==> src/rtl/fetch_unit.sv <==
`default_nettype none
// ============================================================================
//  Module      : fetch_unit
//  Description : Instruction-fetch stage. Owns the program counter, drives
//                the instruction-memory word address and captures the
//                returned instruction into the IF/ID pipeline register,
//                with a valid/ready handshake toward decode. Redirects from
//                execute reload the PC and flush the IF/ID register.
//
//  Ports       : clk            - single clock, rising-edge
//                rst_n          - asynchronous active-low reset
//                pc_o           - fetch PC (registered), to IMEM address
//                inst_i         - IMEM read data, combinational from pc_o
//                redirect_i     - taken branch/jump from execute
//                redirect_pc_i  - redirect target
//                id_ready_i     - decode accepts IF/ID contents this cycle
//                id_valid_o     - IF/ID holds a live instruction
//                id_inst_o      - fetched instruction
//                id_pc_o        - PC of id_inst_o
//                id_pc4_o       - id_pc_o + 4 (link value)
//                misalign_o     - misaligned-redirect trap flag
//                                 (only with FETCH_MISALIGN_TRAP_EN)
//
//  Options     : FETCH_MISALIGN_TRAP_EN - when defined, a redirect to a
//                non-word-aligned target enters a TRAP state that halts
//                fetch until an aligned redirect arrives. When undefined,
//                the target's low two bits are simply ignored.
//
//  Revision    : 1.0 - initial release
// ============================================================================
module fetch_unit #(
    parameter int                           PC_WIDTH_LENGTH   = 32,
    parameter int                           INST_WIDTH_LENGTH = 32,
    parameter logic [PC_WIDTH_LENGTH-1:0]   RESET_PC          = 32'h0000_0000,
    parameter logic [INST_WIDTH_LENGTH-1:0] NOP_INST          = 32'h0000_0013
) (
    input  logic                         clk,
    input  logic                         rst_n,
    output logic [PC_WIDTH_LENGTH-1:0]   pc_o,
    input  logic [INST_WIDTH_LENGTH-1:0] inst_i,
    input  logic                         redirect_i,
    input  logic [PC_WIDTH_LENGTH-1:0]   redirect_pc_i,
    input  logic                         id_ready_i,
    output logic                         id_valid_o,
    output logic [INST_WIDTH_LENGTH-1:0] id_inst_o,
    output logic [PC_WIDTH_LENGTH-1:0]   id_pc_o,
`ifdef FETCH_MISALIGN_TRAP_EN
    output logic                         misalign_o,
`endif
    output logic [PC_WIDTH_LENGTH-1:0]   id_pc4_o
);

    localparam logic [PC_WIDTH_LENGTH-1:0] c_pc_step = PC_WIDTH_LENGTH'(4);

    typedef enum logic [1:0] {
        ST_BOOT = 2'd0,
        ST_RUN  = 2'd1
`ifdef FETCH_MISALIGN_TRAP_EN
        ,
        ST_TRAP = 2'd2
`endif
    } state_t;

    state_t                         state_q, state_d;
    logic [PC_WIDTH_LENGTH-1:0]     pc_q, pc_d;
    logic                           id_valid_q, id_valid_d;
    logic [INST_WIDTH_LENGTH-1:0]   id_inst_q, id_inst_d;
    logic [PC_WIDTH_LENGTH-1:0]     id_pc_q, id_pc_d;
    logic [PC_WIDTH_LENGTH-1:0]     id_pc4_q, id_pc4_d;

    logic [PC_WIDTH_LENGTH-1:0]     w_pc_plus4;
    logic [PC_WIDTH_LENGTH-1:0]     w_redirect_target;
    logic                           w_fire;

    // Addition wraps naturally modulo 2^PC_WIDTH_LENGTH.
    assign w_pc_plus4 = pc_q + c_pc_step;

    // The PC is always kept word-aligned, so the target's low bits are
    // dropped regardless of whether the trap is built in.
    assign w_redirect_target = {redirect_pc_i[PC_WIDTH_LENGTH-1:2], 2'b00};

`ifdef FETCH_MISALIGN_TRAP_EN
    logic w_misaligned;
    assign w_misaligned = |redirect_pc_i[1:0];
`else
    logic w_unused_lsbs;
    assign w_unused_lsbs = ^redirect_pc_i[1:0];
`endif

    // A fetch happens only when running, not being redirected, and the
    // IF/ID slot is either empty or being consumed this cycle.
    assign w_fire = (state_q == ST_RUN) && !redirect_i &&
                    (!id_valid_q || id_ready_i);

    // ------------------------------------------------------------------
    // Next-state logic
    // ------------------------------------------------------------------
    always_comb begin
        state_d    = state_q;
        pc_d       = pc_q;
        id_valid_d = id_valid_q;
        id_inst_d  = id_inst_q;
        id_pc_d    = id_pc_q;
        id_pc4_d   = id_pc4_q;

        case (state_q)
            ST_BOOT: state_d = ST_RUN;
            ST_RUN: begin
`ifdef FETCH_MISALIGN_TRAP_EN
                if (redirect_i && w_misaligned) begin
                    state_d = ST_TRAP;
                end
`else
                state_d = ST_RUN;
`endif
            end
`ifdef FETCH_MISALIGN_TRAP_EN
            ST_TRAP: begin
                if (redirect_i && !w_misaligned) begin
                    state_d = ST_RUN;
                end
            end
`endif
            default: state_d = ST_BOOT;
        endcase

        if (redirect_i) begin
            // Payload registers keep stale contents; only valid is cleared.
            pc_d       = w_redirect_target;
            id_valid_d = 1'b0;
        end else if (w_fire) begin
            pc_d       = w_pc_plus4;
            id_valid_d = 1'b1;
            id_inst_d  = inst_i;
            id_pc_d    = pc_q;
            id_pc4_d   = w_pc_plus4;
        end else if (id_valid_q && id_ready_i) begin
            // Consumed while fetch is blocked (BOOT/TRAP): slot empties.
            id_valid_d = 1'b0;
        end
    end

    // ------------------------------------------------------------------
    // State registers
    // ------------------------------------------------------------------
    always_ff @(posedge clk or negedge rst_n) begin
        if (!rst_n) begin
            state_q    <= ST_BOOT;
            pc_q       <= RESET_PC;
            id_valid_q <= 1'b0;
            id_inst_q  <= NOP_INST;
            id_pc_q    <= '0;
            id_pc4_q   <= '0;
        end else begin
            state_q    <= state_d;
            pc_q       <= pc_d;
            id_valid_q <= id_valid_d;
            id_inst_q  <= id_inst_d;
            id_pc_q    <= id_pc_d;
            id_pc4_q   <= id_pc4_d;
        end
    end

    assign pc_o       = pc_q;
    assign id_valid_o = id_valid_q;
    assign id_inst_o  = id_inst_q;
    assign id_pc_o    = id_pc_q;
    assign id_pc4_o   = id_pc4_q;

`ifdef FETCH_MISALIGN_TRAP_EN
    assign misalign_o = (state_q == ST_TRAP);
`endif

endmodule
`default_nettype wire

==> config.mk <==
export PLATFORM = sky130hd
export DESIGN_NAME = fetch_unit
export DESIGN_NICKNAME = d
export VERILOG_FILES = /design/src/rtl/fetch_unit.sv
export SDC_FILE = /design/constraint.sdc
export NUM_CORES = 1
export LEC_CHECK = 0
export BUFFER_PORTS_ARGS = -buffer_cell sky130_fd_sc_hd__clkbuf_2
export CAP_MARGIN = 20
export CELL_PAD_IN_SITES_DETAIL_PLACEMENT = 0
export CELL_PAD_IN_SITES_GLOBAL_PLACEMENT = 1
export CORE_MARGIN = 2
export CORE_UTILIZATION = 39
export DETAILED_ROUTE_END_ITERATION = 12
export MAX_ROUTING_LAYER = met4
export PLACE_DENSITY = 0.82
export SKIP_CTS_REPAIR_TIMING = 1
export SLEW_MARGIN = 10
export SYNTH_ARGS = -nofsm -noshare
export SYNTH_HDL_FRONTEND = slang
export SYNTH_SLANG_ARGS = --single-unit
==> constraint.sdc <==
create_clock -name clk -period 3.8 [get_ports clk]
set_clock_uncertainty 0.15 [all_clocks]
set_input_delay 0.76 -clock clk [delete_from_list [all_inputs] [get_ports clk]]
set_output_delay 0.76 -clock clk [all_outputs]
set_load 0.02 [all_outputs]
==> impl_results.md <==
- Status: completed
- Share of cells above drive strength 1: between 20 and 30%
- Number of max-cap violations: 0
- Startpoint Class: register
- I/O pin cnt: 197
- Crit. End Element: register
- CP max stage delay: 820 ps
- Worst skew pair latency: slightly above 400 ps
- Die ar.: roughly 16000 µm²
- Worst reg2reg path depth: 6
- Fill cell count: around 1400
- Gate Count Post-Synth: roughly 640
- Final Setup Violations: 0
- Clock network fraction of total power: 39.4%
- Reg2reg setup slack: around 1100 ps
- Internal power: 2.82 mW
- Drt drc: 0
- TritonRoute pass-1 iters: 4
- Mean Syn Cell Area: between 8 and 9 µm²
- Post-synth top area share: ~53%
- Worst-case vdd ir drop: around 0.00030 V
- Maximum clock rate: between 300 and 400 MHz
- Hold Path Class: input pin to asynchronous set/reset pin
- ANT cells: 0
- Reg clk slew, reported paths: around 60 ps
- Crit Path Class: register to register
- Chip Height: about 120 µm
- R2r endpoint: pc_o[24]$_DFFE_PN0P_
- Routed len/inst: 15.1 µm
- Synth area leaders: dfrtp_1 (53%), nand2_1 (18%), xor2_1 (6.8%)
- Critical path's slowest cell: nor3_4
- CTS tree: yes
- DR iter-0 viols: ~270
- Cell Pwr Density: about 560 nW/µm²
- Clock sinks: ~120
- Final non-filler cell total: 1006
- Ys Warns: 0
- Seq/Total Area, Yosys: a little over half
- Fin nets: about 880
- Share of power burned in combinational logic: approximately a fifth
- R2r startpoint: pc_o[2]$_DFFE_PN0P_
- Fin crit share: a little over two thirds
- RSZ-0062 raised after global routing: no
- DP HPWL: ~11000 µm
- Crit path time final: 2670 ps
- Actual slew at the worst max-slew pin: 1150 ps
- Net Sw Power: approximately 1.3 mW
- Inst Count DP: 974
- Row Count: 44
- DRT antenna net count: 0
- Die X: about 120 µm
- Total congestion overflow: 0
- DR vias: roughly 4900
- DRT Wirelength: 15200 µm
- Switching Fraction: approximately a third
- WHS: around 160 ps
- First-pass GRT wire length: about 25000 µm
- Routability congestion estimate: around 0.85
- Cell variety after synth: 37
- Setup tns final: 0 ps
- Crit-path max FO: 22
- Number of slew-limit violations in the final report: 0
- Leak: roughly 3.7 nW
- Initial antenna violation count: 0
- Clk root buf: clkbuf_16
- Htree depth: 4
- Synthesized area: 5690 µm²
- Post-synth ARST share: between 90% and 100%
- Number of enable flip-flop cells after synthesis: 0
- Cts bufs inserted: 17
- Largest net degree at the start of global routing: 70
- Finished Cell Area: about 7300 µm²
- Hold Fails Final Rpt: 0
- Slew headroom: a little under a quarter
- Area grow syn2layout: 29.1%
- Worst EP required: just under 4000 ps
- Sequential Power Share: 41.0%
- Critical Path AT: around 2900 ps
- Crit-path cells: ha_1 > nand3_1 > nor3_4 > nand4_1 > xor2_1 > o21ai_0
- Vias per inst: 4.83
- Vias in the first global route: around 4700
- Yosys top cell by area: dfrtp_1
- Worst-case clock buffer depth: 2
- Synth Flop Type: dfrtp_1
- PortBufs: 188
- FF+latch count, synth: between 100 and 150
- Initial Utilization: about two fifths
- Placement-stage cell area: just under 7000 µm²
- All-Layer GR Usage: 20.8%
- Core ar.: 14400 µm²
synthesized netlist by cell type (all sizes together) (2+ instances only):
library cell and n:
conb 2, nor2 7, and3 4, nand3 22, o21ai 57, dfstp 3, nor3 5, buf 19
nand2 267, nand2b 2, clkbuf 33, nand4 22, xor2 44, and4 2, xnor2 13, nor4 4
mux2 2, dfrtp 121, and2 6
cells by family after synthesis:
group / Yosys count / share of synthesized area [%]
DFF: 124 / 54.6
AOI/OAI and AO/OA: 58 / 5.10
and+or+nand+nor: 343 / 26.2
adders and majority gates: 1 / 0.220
xor gates and xnor gates: 57 / 8.77
muxes: 3 / 0.572
other: 2 / 0.132
buffers and inverters: 53 / 4.44
layout by cell type, fill, tap and decap left out, types with 4 or more instances in the layout:
cell	netlist	layout
clkbuf_8	0	4
dfrtp_1	121	121
nand3_1	22	22
clkbuf_16	0	17
clkbuf_2	3	187
nand2_1	267	267
nor2_1	6	5
o21ai_0	50	50
xnor2_1	13	13
buf_4	6	5
conb_1	2	7
xor2_1	44	44
o21ai_1	7	7
and2_1	6	6
nand4_1	20	20
clkinvlp_4	0	4
power by group through the flow:
stage,Sequential (mW),Combinational [mW],Clock [mW]
floorplan,1.90,0.274,0
global placement,1.70,0.804,0
detailed placement,1.70,0.815,0
CTS,1.68,0.817,1.66
global route,1.71,0.885,1.72
finish,1.68,0.803,1.62
cell type report:
class	count	area, µm²	area share, %
well taps	184	230	3.13
inverters	1	3.75	0.0511
repair buffers	196	1040	14.2
clock buffers	22	484	6.59
flip-flops and latches	124	3110	42.3
multi-input cells	469	2360	32.2
clock inverters	10	114	1.55
metal layers:
| metal | global-route usage [%] | wire length [µm] | vias up |
|---|---|---|---|
| li1 | - | - | 2384 |
| met1 | 28.4 | 7330 | 2282 |
| met2 | 30.4 | 6850 | 179 |
| met3 | 5.41 | 874 | 17 |
| met4 | 6.68 | 153 | 0 |
| met5 | - | 0 | - |
worst max path at each step:
stage                              from                       end  slack [ps]
floorplan                    id_ready_i  id_inst_o[2]$_DFFE_PN0P_        1610
global placement             id_ready_i   id_pc4_o[8]$_DFFE_PN0P_        1120
detailed placement           id_ready_i  id_pc4_o[13]$_DFFE_PN0P_        1110
CTS                 pc_o[2]$_DFFE_PN0P_      pc_o[16]$_DFFE_PN0P_        1110
global route        pc_o[2]$_DFFE_PN0P_      pc_o[22]$_DFFE_PN0P_         910
finish              pc_o[2]$_DFFE_PN0P_      pc_o[24]$_DFFE_PN0P_        1130
registers in the layout, summed over array words and instances, names as in the netlist:
register,count
id_inst_o,32
id_pc_o,30
id_pc4_o,30
id_valid_o,1
pc_o,30
state_q,1
per-stage QoR:
stage	total power, mW	worst slack (ps)	utilization (%)
2_1_floorplan	2.17	1610	-
6_report	4.10	1130	51.1
5_1_grt	4.32	910	51.1
4_1_cts	4.16	1110	51.1
3_3_place_gp	2.50	1120	47.0
3_5_place_dp	2.52	1110	47.0
critical path, delay by kind of cell, from the launching register on:
family / cells / cell delay, ps
AOI/OAI and AO/OA: 1 / 150
xor gates and xnor gates: 1 / 210
adders and majority gates: 1 / 260
DFF: 1 / 520
and+or+nand+nor: 3 / 1290
(Power assumes the default switching activity.)
